[src/rtl/seq_det_pkg.sv]
// ============================================================================
// Module : seq_det_pkg
// Purpose: Shared types and helpers for the scheduled sequence detector.
//          FSM state encoding, default pattern constants and width helpers.
// Revision: 1.0 - initial release
// ============================================================================
`default_nettype none

package seq_det_pkg;

  typedef enum logic [1:0] {
    IDLE   = 2'd0,
    SHIFT  = 2'd1,
    REPORT = 2'd2
  } state_t;

  localparam int             DEF_PAT_W   = 4;
  localparam logic [3:0]     DEF_PATTERN = 4'b1001;

  // Channel-index width; a single requester still needs one bit of index.
  function automatic int ch_w(input int n);
    return (n > 1) ? $clog2(n) : 1;
  endfunction

  // Width that can hold any count from 0 to d inclusive.
  function automatic int cnt_w(input int d);
    return $clog2(d + 1);
  endfunction

endpackage

`default_nettype wire

[src/rtl/seq_det_core.sv]
// ============================================================================
// Module : seq_det_core
// Purpose: Serial windowed pattern matcher. Shifts one bit per enabled cycle
//          into a PAT_W-bit window and counts (overlapping) matches once at
//          least PAT_W bits of the current word have been seen.
// Ports  : clk, reset (async, active-low)
//          clear       - synchronous clear of window, bit count, match count
//          bit_in      - serial data bit
//          bit_en      - bit_in is valid this cycle
//          match_count - matches counted since the last clear
// Revision: 1.0 - initial release
// ============================================================================
`default_nettype none

module seq_det_core import seq_det_pkg::*; #(
  parameter int               PAT_W   = DEF_PAT_W,
  parameter logic [PAT_W-1:0] PATTERN = PAT_W'(DEF_PATTERN),
  parameter int               CNT_W   = 4
) (
  input  logic             clk,
  input  logic             reset,
  input  logic             clear,
  input  logic             bit_in,
  input  logic             bit_en,
  output logic [CNT_W-1:0] match_count
);

  // Bits-seen counter only needs to reach PAT_W-1; it then saturates.
  localparam int SEEN_W = $clog2(PAT_W);

  logic [PAT_W-1:0]  win_q,  win_d;
  logic [SEEN_W-1:0] seen_q, seen_d;
  logic [CNT_W-1:0]  cnt_q,  cnt_d;

  logic [PAT_W-1:0]  w_win_next;
  logic              w_full;
  logic              w_hit;

  always_comb begin
    w_win_next = {win_q[PAT_W-2:0], bit_in};
    // Window already holds PAT_W-1 bits of this word, so the bit arriving
    // now completes a full window.
    w_full     = (seen_q == SEEN_W'(PAT_W - 1));
    w_hit      = bit_en && w_full && (w_win_next == PATTERN);

    win_d  = win_q;
    seen_d = seen_q;
    cnt_d  = cnt_q;
    if (clear) begin
      win_d  = '0;
      seen_d = '0;
      cnt_d  = '0;
    end else if (bit_en) begin
      win_d = w_win_next;
      if (!w_full) seen_d = seen_q + SEEN_W'(1);
      if (w_hit)   cnt_d  = cnt_q + CNT_W'(1);
    end
  end

  always_ff @(posedge clk or negedge reset) begin
    if (!reset) begin
      win_q  <= '0;
      seen_q <= '0;
      cnt_q  <= '0;
    end else begin
      win_q  <= win_d;
      seen_q <= seen_d;
      cnt_q  <= cnt_d;
    end
  end

  assign match_count = cnt_q;

endmodule

`default_nettype wire

[src/rtl/seq_det_sched.sv]
// ============================================================================
// Module : seq_det_sched
// Purpose: Round-robin scheduler sharing one serial pattern detector among
//          NUM_CH requesters. A granted word is shifted MSB-first through
//          seq_det_core and the match count is returned tagged with channel.
// Ports  : clk, reset (async, active-low)
//          req_valid/req_data/req_ready - per-channel request handshake
//          res_valid/res_ch/res_count/res_ready - result handshake
//          busy - engine not idle
//          stat_sel/stat_total - per-channel accumulated count readback,
//          present only when SEQ_DET_SCHED_STATS_EN is defined
// Revision: 1.0 - initial release
// ============================================================================
`default_nettype none

module seq_det_sched import seq_det_pkg::*; #(
  parameter int               NUM_CH  = 4,
  parameter int               DATA_W  = 8,
  parameter int               PAT_W   = DEF_PAT_W,
  parameter logic [PAT_W-1:0] PATTERN = PAT_W'(DEF_PATTERN),
  localparam int              CH_W    = ch_w(NUM_CH),
  localparam int              CNT_W   = cnt_w(DATA_W)
) (
  input  logic                     clk,
  input  logic                     reset,
  input  logic [NUM_CH-1:0]        req_valid,
  input  logic [NUM_CH*DATA_W-1:0] req_data,
  output logic [NUM_CH-1:0]        req_ready,
  output logic                     res_valid,
  output logic [CH_W-1:0]          res_ch,
  output logic [CNT_W-1:0]         res_count,
  input  logic                     res_ready,
  output logic                     busy
`ifdef SEQ_DET_SCHED_STATS_EN
  ,
  input  logic [CH_W-1:0]          stat_sel,
  output logic [15:0]              stat_total
`endif
);

  localparam int BIT_W = $clog2(DATA_W);

  state_t            state_q, state_d;
  logic [CH_W-1:0]   last_q,  last_d;
  logic [CH_W-1:0]   gnt_q,   gnt_d;
  logic [DATA_W-1:0] shreg_q, shreg_d;
  logic [BIT_W-1:0]  bit_q,   bit_d;

  logic              w_found;
  logic [CH_W-1:0]   w_gnt;
  logic [CH_W-1:0]   w_idx;
  logic [NUM_CH-1:0] w_onehot;
  logic              w_hs;
  logic [CNT_W-1:0]  w_count;

  // Round-robin search starting just after the last served channel.
  always_comb begin
    w_found = 1'b0;
    w_gnt   = '0;
    w_idx   = '0;
    for (int k = 1; k <= NUM_CH; k++) begin
      w_idx = CH_W'((int'(last_q) + k) % NUM_CH);
      if (!w_found && req_valid[w_idx]) begin
        w_found = 1'b1;
        w_gnt   = w_idx;
      end
    end
  end

  // Grant is only offered in IDLE, and never while reset is asserted.
  always_comb begin
    w_onehot = '0;
    if (w_found && (state_q == IDLE) && reset) w_onehot[w_gnt] = 1'b1;
  end

  assign req_ready = w_onehot;
  assign w_hs      = |(req_valid & w_onehot);

  always_comb begin
    state_d = state_q;
    last_d  = last_q;
    gnt_d   = gnt_q;
    shreg_d = shreg_q;
    bit_d   = bit_q;
    case (state_q)
      IDLE: begin
        if (w_hs) begin
          gnt_d   = w_gnt;
          shreg_d = req_data[w_gnt*DATA_W +: DATA_W];
          bit_d   = '0;
          state_d = SHIFT;
        end
      end
      SHIFT: begin
        shreg_d = {shreg_q[DATA_W-2:0], 1'b0};
        bit_d   = bit_q + BIT_W'(1);
        if (bit_q == BIT_W'(DATA_W - 1)) state_d = REPORT;
      end
      REPORT: begin
        if (res_ready) begin
          last_d  = gnt_q;
          state_d = IDLE;
        end
      end
      default: state_d = IDLE;
    endcase
  end

  always_ff @(posedge clk or negedge reset) begin
    if (!reset) begin
      state_q <= IDLE;
      last_q  <= CH_W'(NUM_CH - 1);
      gnt_q   <= '0;
      shreg_q <= '0;
      bit_q   <= '0;
    end else begin
      state_q <= state_d;
      last_q  <= last_d;
      gnt_q   <= gnt_d;
      shreg_q <= shreg_d;
      bit_q   <= bit_d;
    end
  end

  // Core is cleared on the accepting handshake so nothing carries across
  // words; its count is final on entry to REPORT and frozen there.
  seq_det_core #(
    .PAT_W   (PAT_W),
    .PATTERN (PATTERN),
    .CNT_W   (CNT_W)
  ) u_core (
    .clk         (clk),
    .reset       (reset),
    .clear       (w_hs),
    .bit_in      (shreg_q[DATA_W-1]),
    .bit_en      (state_q == SHIFT),
    .match_count (w_count)
  );

  assign res_valid = (state_q == REPORT);
  assign busy      = (state_q != IDLE);
  assign res_ch    = gnt_q;
  assign res_count = w_count;

`ifdef SEQ_DET_SCHED_STATS_EN
  logic [NUM_CH*16-1:0] w_acc_flat;
  logic                 w_res_hs;

  assign w_res_hs = res_valid & res_ready;

  for (genvar c = 0; c < NUM_CH; c++) begin : g_stats
    logic [15:0] acc_q;
    logic [16:0] w_sum;

    assign w_sum = {1'b0, acc_q} + 17'(res_count);

    always_ff @(posedge clk or negedge reset) begin
      if (!reset) begin
        acc_q <= '0;
      end else if (w_res_hs && (gnt_q == CH_W'(c))) begin
        acc_q <= w_sum[16] ? 16'hFFFF : w_sum[15:0];
      end
    end

    assign w_acc_flat[c*16 +: 16] = acc_q;
  end

  assign stat_total = w_acc_flat[stat_sel*16 +: 16];
`endif

endmodule

`default_nettype wire

[config.mk]
export PLATFORM = sky130hd
export DESIGN_NAME = seq_det_sched
export DESIGN_NICKNAME = d
export VERILOG_FILES = /design/src/rtl/seq_det_pkg.sv /design/src/rtl/seq_det_core.sv /design/src/rtl/seq_det_sched.sv
export SDC_FILE = /design/constraint.sdc
export NUM_CORES = 1
export LEC_CHECK = 0
export BUFFER_PORTS_ARGS = -buffer_cell sky130_fd_sc_hd__clkbuf_2
export CAP_MARGIN = 25
export CORE_MARGIN = 2
export CORE_UTILIZATION = 50
export DETAILED_ROUTE_END_ITERATION = 7
export GPL_TIMING_DRIVEN = 0
export PLACE_DENSITY = 0.79
export SLEW_MARGIN = 40
export SYNTH_ARGS = -nofsm -noshare
export SYNTH_HDL_FRONTEND = slang
export SYNTH_HIERARCHICAL = 1
export SYNTH_SLANG_ARGS = --single-unit
[constraint.sdc]
create_clock -name clk -period 2.5 [get_ports clk]
set_input_delay 0.5 -clock clk [delete_from_list [all_inputs] [get_ports clk]]
set_output_delay 0.5 -clock clk [all_outputs]
set_load 0.02 [all_outputs]
==> results.toml, run 1 <==
[worst_setup_path]
r2r_start = "state_q[1]"
worst_ep_required_time_ns = 2.00
endpoint = "req_ready[0]"
cp_top_family = "flip-flops"
crit_buf_inv = 1
critPathLaunch = "last_q[0]"
path_cells = "nand2b_4 -> o21ai_1 -> a211o_2 -> nor3_2 -> clkbuf_4"
cp_slowest_cell = "dfstp_2"
reg2regPathDepth = 5
crit_path_start_kind = "register"
r2r_end = "u_core/match_count[3]"
slowest_delay_ns = 0.58
critPathKind = "register to primary output"
reg2reg_setup_slack_ns = 0.44
cp_max_fo = 8
cp_data_arrival_time_ns = 1.93
endpoint_kind = "primary output"
path_depth = 5

[global_routing]
grt_max_degree = 28
grtUsageTotal = 0.206
met2_usage = 0.390
antenna_found_initial = 0
grt.busiest_layer = "met2"
met1_usage = 0.225
grt_pass1_wl_mm = 5.58
grt_pass1_vias = 1326
overflow = 0
met3_usage = 0.0498

[run_status]
status = "complete, no violations"

[final_layout]
fin_nets = 248
final_core_util = 0.640
drive_gt1_frac = 0.417
n_antenna_cell = 0
syn2layout_area_growth_pct = 22.7

[die]
io_pins = 51
core-area_um2 = 3000
fp.dieH_um = 60.0
dieArea_um2 = 3590
dieWidth_um = 60.0
initial_core_util = 0.521
floorplan.rows = 20

[detailed_routing]
vias_per_cell = 5.52
routedWlPerCell_um = 14.3
drt_wl_total_mm = 3.40
drtIter0Drc = 34
vias = 1308
ant_nets = 0
post-route-drc-count = 0
drt_pre_antenna_iters = 4

[sta]
finalCritPeriodShare = 0.973
setup_viol = 0
max_slew_margin = 0.646
report.final.slew_viol_count = 0
tns_ns = 0
final.setup.worst_slack_ns = 0.0679
finalHoldViolCount = 0
worst_pin_slew_ns = 0.530
holdWs_ns = 0.0878
timing.fmax_mhz = 411
finalClockSkew_ns = 0.00320
min_period_ns = 2.43

[synth]
yosys.cell_types.count = 36
syn_inst = 150
synth.yosys.seq_area_share = 0.417
syn_area_per_cell_um2 = 10.4
synth_fp_nets = 193
yosysWarnings = 6
ys_seq_elements = 26
syn-cell-area_um2 = 1570

[pwr]
power_leakage_nw = 0.957
p_total_w = 0.00182
powerDensity_nw_per_um2 = 948
peakVddDrop_uv = 527

[cts]
cts_made_buffers = 3
clock_path_buffers = 2
clk_pin_slew_worst_paths_ns = 0.14
cts_tree = "built"
clock-sinks = 26
htree_levels = 1
clock_latency_ns = 0.32
cts.root.buffer_cell = "clkbuf_4"

[placement]
gp_congestion = 0.775
place_ws_ns = -0.0650
dp_hpwl_mm = 2.62
port_buffers = 50

[job]
drv_cap = 0

[hold_path]
hold_class = "input port to asynchronous set/reset pin"
-- final cells by class --
type / instances / area, µm²
inverters: 7 / 26.3
multi-input cells: 111 / 851
fillers: 265 / 1080
clock buffers: 4 / 36.3
repair buffers: 52 / 273
well taps: 33 / 41.3
plain buffers: 4 / 40.0
flip-flops and latches: 26 / 653
-- power by group --
group          leakage, nW  internal (W)  switching (W)
registers            0.328      0.000583       0.000107
clock network       0.0210     0.0000892       0.000127
logic                0.609      0.000418       0.000497
total                0.957       0.00109       0.000731
-- cell usage in the layout (no fill, tap or decap), types with 2 or more instances in the layout --
| cell | count |
|---|---|
| clkbuf_2 | 47 |
| dfrtp_1 | 24 |
| mux2i_1 | 19 |
| nand2_1 | 12 |
| mux2_2 | 10 |
| nor2_1 | 8 |
| o21ai_1 | 7 |
| a22oi_1 | 7 |
| inv_1 | 6 |
| a21oi_1 | 6 |
| o21ai_2 | 5 |
| clkbuf_4 | 5 |
| ha_1 | 4 |
| nand2b_1 | 3 |
| or4_1 | 3 |
| nor2b_1 | 3 |
| o21ai_0 | 3 |
| buf_4 | 3 |
| nor3b_1 | 2 |
| nand3_1 | 2 |
| dfstp_2 | 2 |
| or3_1 | 2 |
| o31ai_1 | 2 |
-- worst register-to-register path, cell delays in order (launching register included) --
cell	delay (ns)
dfrtp_1	0.41
nand2b_1	0.24
inv_1	0.44
nand2_2	0.21
or4_1	0.55
a21oi_1	0.15
-- state kept, by name, indices dropped and copies added, names as in the netlist --
signal,count
last_q,2
bit_q,3
res_ch,2
u_core/seen_q,2
state_q,2
u_core/match_count,4
u_core/win_q,3
shreg_q,8
-- stage by stage --
stage	area, µm²	std cells
5_1_grt	1920	237
3_5_place_dp	1860	233
6_report	1920	237
3_3_place_gp	1860	233
2_1_floorplan	1570	150
4_1_cts	1890	236
-- metal layers --
metal	vias up	wire length, µm
met5	-	0
met4	0	80
met3	8	102
met2	25	1830
met1	625	1390
li1	650	-
-- worst min path at each step --
stage,endpoint,cells after the start,start
6_report,state_q[1],1,reset
5_1_grt,state_q[1],1,reset
4_1_cts,state_q[1],1,reset
3_5_place_dp,bit_q[0],1,bit_q[0]
3_3_place_gp,bit_q[0],1,bit_q[0]
2_1_floorplan,bit_q[0],0,reset
-- cell usage after synthesis (all sizes together) --
cell,n,area share
nand2b,4,0.016
nor2b,3,0.012
or3,2,0.0080
a22oi,7,0.034
buf,4,0.026
a211oi,1,0.0080
clkbuf,2,0.0048
a22o,1,0.0056
or2b,1,0.0048
o21ai,15,0.060
nor3,2,0.0064
mux2i,19,0.12
nor2,9,0.023
nand4bb,1,0.018
nor3b,2,0.0096
dfrtp,24,0.38
xnor2,1,0.0056
nand3,3,0.013
nand2,13,0.033
or4,3,0.014
a21oi,6,0.019
inv,7,0.017
mux2,10,0.072
a211o,1,0.0056
ha,4,0.032
o21a,1,0.0048
o31ai,2,0.0096
dfstp,2,0.034
-- timing repair --
item	4_1_cts	5_1_grt
resized for setup	3	5
buffers inserted	0	2
hold buffers	0	0
setup endpoints to repair	3	3
pin swaps	1	1
-- cells by family (layout without fill, tap and decap cells) --
group / Yosys count / count (layout) / share of synthesized area
muxes: 29 / 29 / 0.193
DFF: 26 / 26 / 0.417
buffers and inverters: 13 / 67 / 0.0480
and+or+nand+nor: 43 / 43 / 0.157
xor gates and xnor gates: 1 / 1 / 0.00560
AOI/OAI and AO/OA: 34 / 34 / 0.146
adders and majority gates: 4 / 4 / 0.0320
(Power assumes the default switching activity.)
==> run 2: changes to the inputs <==
--- a/config.mk
+++ b/config.mk
@@ -7,11 +7,13 @@
 export LEC_CHECK = 0
 export BUFFER_PORTS_ARGS = -buffer_cell sky130_fd_sc_hd__clkbuf_2
 export CAP_MARGIN = 25
+export CELL_PAD_IN_SITES_DETAIL_PLACEMENT = 0
+export CELL_PAD_IN_SITES_GLOBAL_PLACEMENT = 1
 export CORE_MARGIN = 2
-export CORE_UTILIZATION = 50
+export CORE_UTILIZATION = 38
 export DETAILED_ROUTE_END_ITERATION = 7
 export GPL_TIMING_DRIVEN = 0
-export PLACE_DENSITY = 0.79
+export PLACE_DENSITY_LB_ADDON = 0.1
 export SLEW_MARGIN = 40
 export SYNTH_ARGS = -nofsm -noshare
 export SYNTH_HDL_FRONTEND = slang
==> run 2 against run 1 <==
Clock skew grew 0.0027 ns. Sequential share of layout area is 1.1 points lower. Routed wire length is 1.8% lower. Cell area is 3.5% higher. Via count shrank 1.5%. Global-route usage decreased by 4.3 points. Final cell count up 8.0%. Clock power is 59% higher. First-iteration DRC count up 74%. Sequential power is essentially flat. Core utilization shrank 14 points.
==> results.toml, run 2 (synthesis gave the netlist of run 1 again) <==
[worst_setup_path]
reg2reg_setup_slack_ns = 0.42
cp_max_fo = 10
crit_path_start_kind = "register"
reg2regPathDepth = 5
worst_ep_required_time_ns = 2.00
r2r_start = "state_q[1]"
cp_data_arrival_time_ns = 1.94
critPathKind = "register to primary output"
endpoint_kind = "primary output"
crit_buf_inv = 2
r2r_end = "u_core/match_count[3]"
cp_top_family = "flip-flops"
slowest_delay_ns = 0.57
path_cells = "nand2b_4 -> o21ai_0 -> a211o_1 -> buf_6 -> nor3_1 -> buf_4"
cp_slowest_cell = "dfstp_2"

[pwr]
p_sw_frac = 0.371
power_leakage_nw = 0.982
p_int_w = 0.00123
pwr-share-comb = 0.472
peakVddDrop_uv = 477
clkPwrFrac = 0.176
p_total_w = 0.00195
powerDensity_nw_per_um2 = 983
switching_power_w = 0.000725
pwr-share-seq = 0.352

[cts]
clock-sinks = 26
htree_levels = 1
cts_made_buffers = 3
clk_pin_slew_worst_paths_ns = 0.09
clock_latency_ns = 0.27
cts_tree = "built"
clock_path_buffers = 2
cts.root.buffer_cell = "clkbuf_8"
hold_buffers = 0

[final_layout]
largest_reg_flops = 8
nFillCells = 391
n_antenna_cell = 0
finalInstanceArea_um2 = 1990
fin_nets = 250
ff_latch_area_um2 = 653
multi_input_area_um2 = 845
layout_commonest_cell = "clkbuf_2"
drive_gt1_frac = 0.413
stdcell_count = 256
layout_common_cells = "clkbuf_2 (48), dfrtp_1 (24), mux2i_1 (19)"
regMostFlops = "shreg_q"
syn2layout_area_growth_pct = 26.9

[hold_path]
hold_class = "input port to asynchronous set/reset pin"

[run_status]
status = "complete, no violations"

[detailed_routing]
drt_pre_antenna_iters = 4
vias_per_cell = 5.03
vias = 1288
post-route-drc-count = 0
drt_wl_total_mm = 3.34
routedWlPerCell_um = 13.0
ant_nets = 0
drtIter0Drc = 59

[global_routing]
grt_pass1_vias = 1377
grtUsageTotal = 0.163
overflow = 0
grt_max_degree = 28
antenna_found_initial = 0
grt_pass1_wl_mm = 5.77

[die]
io_pins = 51
floorplan.rows = 23
fp.dieH_um = 68.2
initial_core_util = 0.394
dieArea_um2 = 4650
dieWidth_um = 68.2
core-area_um2 = 3970

[sta]
worst_pin_slew_ns = 0.534
setup_viol = 0
rsz0062_at_grt = "no"
max_slew_margin = 0.644
finalHoldViolCount = 0
report.final.slew_viol_count = 0
min_period_ns = 2.44
finalCritPeriodShare = 0.978
finalClockSkew_ns = 0.00586
timing.fmax_mhz = 409
tns_ns = 0

[placement]
dp_hpwl_mm = 2.64
dpl_cell_area_um2 = 1880
port_buffers = 50
placedCellCount = 250
gp_congestion = 0.686

[job]
drv_cap = 0
[run 2: cell type report]
class	count	share of cell area
Buffer	5	0.0258
Clock buffer	3	0.0208
Clock inverter	1	0.0151
Inverter	7	0.0132
Multi-Input combinational cell	111	0.425
Sequential cell	26	0.329
Tap cell	50	0.0315
Timing Repair Buffer	53	0.140
[run 2: worst max-delay path by stage]
| stage | from | endpoint | depth (start not counted) |
|---|---|---|---|
| floorplan | last_q[0] | req_ready[0] | 5 |
| global placement | reset | req_ready[1] | 5 |
| detailed placement | reset | req_ready[1] | 5 |
| CTS | last_q[0] | req_ready[0] | 6 |
| global route | last_q[0] | req_ready[0] | 6 |
| finish | last_q[0] | req_ready[0] | 6 |
[run 2: worst reg2reg max path: stages, from the launching register on]
cell and delay [ns]:
dfrtp_1 0.40, nand2b_1 0.23, inv_1 0.45, nand2_2 0.22, or4_1 0.54, a21oi_1 0.16
[run 2: metrics by stage]
stage | hold WS, ns | util | setup WS, ns
floorplan | 0.204 | - | 0.247
CTS | 0.166 | 0.496 | 0.0236
global route | 0.172 | 0.500 | 0.000980
global placement | 0.478 | 0.473 | -0.0340
finish | 0.166 | 0.500 | 0.0558
detailed placement | 0.490 | 0.473 | -0.0661
[run 2: power by group through the flow]
stage / Clock (W) / Sequential [W] / Combinational [W]
2_1_floorplan: 0 / 0.000693 / 0.000685
3_3_place_gp: 0 / 0.000684 / 0.000880
3_5_place_dp: 0 / 0.000696 / 0.000911
4_1_cts: 0.000357 / 0.000687 / 0.000929
5_1_grt: 0.000374 / 0.000703 / 0.00106
6_report: 0.000344 / 0.000687 / 0.000922
[run 2: layer usage]
metal | GRT usage | share of wire | wire length, µm
met2 | 0.318 | 0.54 | 1800
met4 | 0.0150 | 0 | 0
met5 | 0 | 0 | 0
met3 | 0.0395 | 0.041 | 136
met1 | 0.185 | 0.42 | 1400
[run 2: repair_timing]
item	4_1_cts	5_1_grt
gates resized for setup	5	1
gates cloned	0	0
buffers inserted	0	3
pin swaps	1	1
setup endpoints to repair	2	3
